$ cat config.mk
export PLATFORM = sky130hd
export DESIGN_NAME = itoa_tx
export DESIGN_NICKNAME = d
export VERILOG_FILES = /design/src/rtl/itoa_tx.sv
export SDC_FILE = /design/constraint.sdc
export NUM_CORES = 1
export LEC_CHECK = 0
export ABC_AREA = 1
export BUFFER_PORTS_ARGS = -buffer_cell sky130_fd_sc_hd__buf_2
export CORE_ASPECT_RATIO = 0.7
export CORE_MARGIN = 2
export CORE_UTILIZATION = 30
export CTS_CLUSTER_SIZE = 20
export DETAILED_ROUTE_END_ITERATION = 8
export GPL_TIMING_DRIVEN = 0
export PLACE_DENSITY = 0.45
export SLEW_MARGIN = 40
export SYNTH_ARGS = -nofsm -noshare
export SYNTH_HDL_FRONTEND = slang
export SYNTH_SLANG_ARGS = --single-unit
$ cat constraint.sdc
create_clock -name clk -period 2.8 [get_ports clk]
set_input_delay 0.56 -clock clk [delete_from_list [all_inputs] [get_ports clk]]
set_output_delay 0.56 -clock clk [all_outputs]
set_load 0.05 [all_outputs]
$ cat src/rtl/itoa_tx.sv
// rtl/itoa_tx.sv - 16-bit unsigned to ASCII decimal byte transmitter (optional terminator: ITOA_TERM_EN)
module itoa_tx #(
  parameter logic [7:0] TERM_CHAR = 8'h0A
) (
  input  logic        clk,
  input  logic        rst_n,
  input  logic        start,
  input  logic [15:0] value,
  output logic        busy,
  output logic [7:0]  out_char,
  output logic        out_valid,
  input  logic        out_ready,
  output logic        done
);

  // TERM gets the highest code so the default build simply never reaches it.
  typedef enum logic [2:0] {
    S_IDLE = 3'd0,
    S_CONV = 3'd1,
    S_EMIT = 3'd2,
    S_FIN  = 3'd3
`ifdef ITOA_TERM_EN
    ,
    S_TERM = 3'd4
`endif
  } state_t;

  state_t      r_state;
  state_t      w_next;

  logic [15:0] r_rem;
  logic [2:0]  r_idx;
  logic [3:0]  r_cnt;
  logic        r_started;
  logic [7:0]  r_char;

  logic [15:0] w_pow;
  logic        w_ge;
  logic        w_emit_digit;
  logic        w_hs;
  logic        w_accept;

`ifndef ITOA_TERM_EN
  // The terminator byte only exists in the ITOA_TERM_EN build.
  logic [7:0]  w_unused_term;
  assign w_unused_term = TERM_CHAR;
`endif

  // Power of ten selected by the current digit position.
  always_comb begin
    case (r_idx)
      3'd4:    w_pow = 16'd10000;
      3'd3:    w_pow = 16'd1000;
      3'd2:    w_pow = 16'd100;
      3'd1:    w_pow = 16'd10;
      default: w_pow = 16'd1;
    endcase
  end

  // A digit is ready to emit once no more subtraction fits; leading zeros are skipped
  // except in the units position, so the value 0 still produces a single '0'.
  assign w_ge         = (r_rem >= w_pow);
  assign w_emit_digit = (r_cnt != 4'd0) || r_started || (r_idx == 3'd0);
  assign w_hs         = out_valid && out_ready;
  assign w_accept     = start && ((r_state == S_IDLE) || (r_state == S_FIN));

  // State register.
  always_ff @(posedge clk or negedge rst_n) begin
    if (!rst_n) begin
      r_state <= S_IDLE;
    end else begin
      r_state <= w_next;
    end
  end

  // Next-state decode.
  always_comb begin
    w_next = r_state;
    case (r_state)
      S_IDLE: begin
        if (start) w_next = S_CONV;
      end
      S_CONV: begin
        if (!w_ge && w_emit_digit) w_next = S_EMIT;
      end
      S_EMIT: begin
        if (w_hs) begin
          if (r_idx != 3'd0) begin
            w_next = S_CONV;
          end else begin
`ifdef ITOA_TERM_EN
            w_next = S_TERM;
`else
            w_next = S_FIN;
`endif
          end
        end
      end
`ifdef ITOA_TERM_EN
      S_TERM: begin
        if (w_hs) w_next = S_FIN;
      end
`endif
      S_FIN: begin
        // A start arriving during the done pulse is taken like one in IDLE.
        w_next = start ? S_CONV : S_IDLE;
      end
      default: w_next = S_IDLE;
    endcase
  end

  // Conversion datapath: repeated subtraction of the current power, one step per cycle.
  always_ff @(posedge clk or negedge rst_n) begin
    if (!rst_n) begin
      r_rem     <= 16'd0;
      r_idx     <= 3'd0;
      r_cnt     <= 4'd0;
      r_started <= 1'b0;
      r_char    <= 8'h00;
    end else begin
      if (w_accept) begin
        r_rem     <= value;
        r_idx     <= 3'd4;
        r_cnt     <= 4'd0;
        r_started <= 1'b0;
      end else if (r_state == S_CONV) begin
        if (w_ge) begin
          r_rem <= r_rem - w_pow;
          r_cnt <= r_cnt + 4'd1;
        end else if (w_emit_digit) begin
          r_char    <= 8'h30 + {4'b0000, r_cnt};
          r_started <= 1'b1;
        end else begin
          r_idx <= r_idx - 3'd1;
          r_cnt <= 4'd0;
        end
      end else if ((r_state == S_EMIT) && w_hs && (r_idx != 3'd0)) begin
        r_idx <= r_idx - 3'd1;
        r_cnt <= 4'd0;
      end
    end
  end

  // Outputs decoded from state only, so out_ready never reaches out_valid/out_char.
  always_comb begin
    busy      = 1'b0;
    out_valid = 1'b0;
    done      = 1'b0;
    out_char  = r_char;
    case (r_state)
      S_CONV: begin
        busy = 1'b1;
      end
      S_EMIT: begin
        busy      = 1'b1;
        out_valid = 1'b1;
      end
`ifdef ITOA_TERM_EN
      S_TERM: begin
        busy      = 1'b1;
        out_valid = 1'b1;
        out_char  = TERM_CHAR;
      end
`endif
      S_FIN: begin
        done = 1'b1;
      end
      default: begin
        busy = 1'b0;
      end
    endcase
  end

endmodule

## Yosys cells after proc, flatten, opt, wreduce, memory -nomap -nowiden

Cells that the tools add are included.

| operators by class | value |
|---|---|
| muxes and demuxes | 27 |
| bitwise logic cells | 2 |
| $add $sub $neg | 4 |
| equal/unequal tests | 14 |
| order comparisons | 1 |
| reductions and logical operators | 24 |

Operator list:

| cell | number |
|---|---|
| 14-bit case mux with 4 select lines | 1 |
| 16-bit two-way mux | 3 |
| 3-bit two-way mux | 8 |
| 4-bit two-way mux | 5 |
| 16-bit >= comparator | 1 |
| 16-bit subtractor | 1 |
| 3-bit by 2-bit equality test with 1-bit output, second input constant | 4 |
| 3-bit case mux with 4 select lines | 1 |
| 3-bit AND reduction | 3 |
| 1-bit two-way mux | 8 |
| 6-bit by 4-bit adder with 7-bit output, first input constant | 1 |
| 3-bit by 1-bit equality test with 1-bit output, second input constant | 2 |
| 3-bit zero test | 2 |
| 2-bit inequality test, second input constant | 3 |
| 3-bit inequality test, second input constant | 2 |
| 2-bit nonzero test | 3 |
| 3-bit nonzero test | 2 |
| 1-bit logical AND | 5 |
| 4-bit by 1-bit adder with 4-bit output, second input constant | 1 |
| 4-bit inequality test, second input constant | 1 |
| 2-bit AND reduction | 2 |
| 4-bit AND reduction | 1 |
| 4-bit nonzero test | 1 |
| 3-bit equality test, second input constant | 1 |
| other kinds (7) | 10 |

| word-level totals | value |
|---|---|
| output and inout bits | 11 |
| bits in registers | 35 |
| word-level logic and storage cells | 78 |
| bits of input ports | 20 |

## Logic depth before layout (Yosys ltp)

| logic depth | value |
|---|---|
| word-level depth | 8 |
| mapped depth | 19 |
| mapped depth without buffers | 18 |

## Worst setup path before layout

No wires, ideal clock.

| path | value |
|---|---|
| kind | register to register |
| start | register r_idx[0] |
| end | register r_rem[15] |
| required time | 2.735 ns |
| data arrival time | 2.654 ns |
| library setup time | 0.065 ns |
| cell stages (with the launch flop) | 19 |
| path buffers | 1 |
| clock period less this slack | 2.719 ns |
| path slack | 0.081 ns |
| cell sequence | dfrtp_1 -> inv_1 -> ha_1 -> nand2_1 -> inv_1 -> nor4_1 -> ha_1 -> inv_1 -> fa_1 -> nand2_1 -> nand2_1 -> nand3_1 -> nand3_2 -> nand2_4 -> nand2_4 -> a21oi_4 -> buf_6 -> nand2_1 -> nand2_1 |

| between the ends | value |
|---|---|
| cells in the longest elaborated chain, start to end | 6 |
| elaborated cells on any way between the ends | 12 |
| those cells by class | add/sub (1); order compare (1); eq/ne (4); mux (4); reduce/logical (2) |

RTL lines:

| what | line | text |
|---|---|---|
| start, declared | 32 | `logic [2:0] r_idx;` |
| start signal, assigned | 134 | `r_idx <= r_idx - 3'd1;` |
| start signal, assigned | 138 | `r_idx <= r_idx - 3'd1;` |
| 3-bit by 1-bit equality test with 1-bit output, or another cell as far along | 51 | `case (r_idx)` |
| 14-bit case mux with 4 select lines * | 51 |  |
| 16-bit subtractor | 128 | `r_rem <= r_rem - w_pow;` |
| 16-bit two-way mux | 127 | `if (w_ge) begin` |
| 16-bit two-way mux | 126 | `end else if (r_state == S_CONV) begin` |
| 16-bit two-way mux | 121 | `if (w_accept) begin` |
| end signal, assigned | 122 | `r_rem <= value;` |
| end signal, assigned | 128 |  |
| end, declared | 31 | `logic [15:0] r_rem;` |

Mark *: on every way between the ends. The rest lies on a longest branch, timed or not. The select of a mux whose other input is x is not followed.
A chain may end at the register's enable or synchronous reset.

## Worst setup path in the final report

Same ends and word-level chain as after synthesis.

==> reports/results.ini <==
[yosys]
synth-edff-count=0
synth_area_um2=2719
syn_inst=415
yosys.area.top_type=dfrtp_1
ys_ff_latch=31
synth_cell_type_count=33
ys_warn_count=0
synth_area_leaders=dfrtp_1, nand2_1, ha_1
avgSynthCellArea_um2=6.551
ys.flop_type=dfrtp_1
synthArstFlopShare=1.000
synth_top_area_frac=0.2853
synth.yosys.seq_area_share=0.2853

[global_routing]
grt.total_usage=0.1633
grt_pass1_wl_mm=12.78
first_global_vias=2677
antenna_found_initial=0
grt_max_degree=32
grt_overflow_total=0

[clock_network]
cts_tree=built
clk_path_buf_depth=2
numCtsBuffers=5
ctsRootBufferMaster=clkbuf_16
htreeDepth=2
path_clk_slew_ns=0.06
clock_latency_ns=0.28
clock_sinks=31

[floorplanning]
die_w_um=117.8
dieArea_um2=9853
num_rows=29
coreArea_um2=8926
die_h_um=83.65
start_util=0.3046
ios=31

[worst_setup_path]
reg2reg_depth=17
required_ns=3.02
rr_endpoint=r_rem[15]
crit_path_end_kind=flop
r2r_start=r_idx[0]
r2r_slack_ns=0.04
cp_slowest_cell=dfrtp_2
timing_worst_setup_path_type=reg2reg
path_max_fanout=5
critical_path_arrival_ns=2.98
crit_chain=ha_2 -> nand2_2 -> inv_2 -> nor4_4 -> ha_2 -> inv_2 -> fa_2 -> nand2_2 -> nand2_2 -> nand3_2 -> nand3_2 -> nand2_4 -> nand2_4 -> a21oi_4 -> buf_8 -> nand2_4 -> nand2_2
cpMostUsedCell=nand2_2
max_stage_delay_ns=0.44
startpoint_type=flop

[sta]
fmax_mhz=362.4
clock_skew_ns=0.004931
finalCritPeriodShare=0.9854
period_needed_ns=2.759
rsz0062_at_grt=yes
finalHoldViolCount=0
finalSetupViolCount=0
slew_viol_final=0
maxSlewHeadroom=0.5540
tightestPinTransition_ns=0.6690

[routing]
dr_total_vias=2655
wirelength_mm=7.641
dr.pass1.iters=4
drcViolationCount=0
first_iter_violations=81
vias_per_cell=4.455
ant_nets=0
drt-wirelength-per-cell_um=12.82

[min_path]
hold_class=in2async

[layout]
final_common_cell=nand2_1
drive_above_1_share=0.2627
final_cells=596
syn_to_final_growth_pct=29.18
fin_util=0.3935
mostFrequentLayoutCells=nand2_1, inv_1, dfrtp_1
fillers=983
antenna_cells=0
nets=516

[placed_design]
hpwlAfterDp_mm=5.664
portBuffers=28
routabilityCongestion=0.8666
dpl.cell_count=568

[run_status]
outcome=complete, no violations

[run]
maxCapViolCount=0

==> cell families after synthesis <==
family,synth area share
AOI/OAI and AO/OA,0.06811
xor gates and xnor gates,0.01611
adders and majority gates,0.1178
buffers and inverters,0.09112
DFF,0.2853
other,0.001379
and+or+nand+nor,0.4202
==> timing repair <==
action	4_1_cts	5_1_grt
hold buffers	0	0
gates cloned	1	0
setup buffers	12	7
pin swaps	12	16
hold endpoints to repair	0	0
gates resized for setup	25	33
endpoints found under the setup margin	31	30
==> area by class of cell <==
class	count	area [µm²]	share of cell area
timing repair buffer	48	304.0	0.08657
clock buffer	5	125.1	0.03563
clock inverter	3	43.79	0.01247
tap	124	155.1	0.04418
inverter	51	193.9	0.05522
buffer	8	60.06	0.01710
multi-input combinational	326	1852	0.5273
sequential	31	778.2	0.2216
==> synthesized netlist by cell type, types with 3 or more instances <==
library cell	number
nand2_1	181
inv_1	49
dfrtp_1	31
nand3_1	28
ha_1	24
nor2_1	22
o21ai_0	19
a21oi_1	8
nand4_1	6
nand3b_1	4
buf_4	3
clkbuf_1	3
nand2_2	3
nand2_4	3
nor3_1	3
or2_2	3
xnor2_1	3
==> state kept, by name, indices dropped and copies added, names as in the netlist <==
register	flops
out_char	5
r_cnt	4
r_idx	3
r_rem	16
r_started	1
r_state	2
==> worst max-delay path, delay by kind of cell, from the launching register on <==
kind | cells | cell delay (ns)
DFF | 1 | 0.44
AOI/OAI and AO/OA | 1 | 0.23
adders and majority gates | 3 | 0.78
buffers and inverters | 3 | 0.31
and+or+nand+nor | 10 | 0.94
==> metal layers <==
layer | up-vias | GRT usage | wire length [µm]
li1 | 1410 | - | -
met1 | 1206 | 0.2344 | 4182
met2 | 32 | 0.2500 | 3165
met3 | 7 | 0.03757 | 220
met4 | 0 | 0.03505 | 72
met5 | - | 0 | 0
==> stage by stage <==
stage               hold WS, ns  setup slack (ns)  cell area (µm²)  setup TNS, ns
floorplan                0.2644           0.08096             2723              0
global placement         0.4664           -0.5014             3018         -11.40
detailed placement       0.4683           -0.4858             3018         -10.98
CTS                      0.3933          -0.02884             3354       -0.08471
global route             0.2629          -0.09691             3512         -1.384
finish                   0.2251           0.04080             3512              0
==> how the worst max path moves through the flow <==
stage               slack (ns)  depth (start not counted)     start        end
floorplan                 0.08                         18  r_idx[0]  r_rem[15]
global placement         -0.50                         18  r_idx[0]   r_rem[1]
detailed placement       -0.49                         18  r_idx[0]   r_rem[1]
CTS                      -0.03                         18  r_idx[1]   r_rem[7]
global route              -0.1                         18  r_idx[1]   r_rem[7]
finish                    0.04                         17  r_idx[0]  r_rem[15]
Power is not shown: default switching activity piles up to over one toggle a cycle in this logic, so the estimate is an artifact.
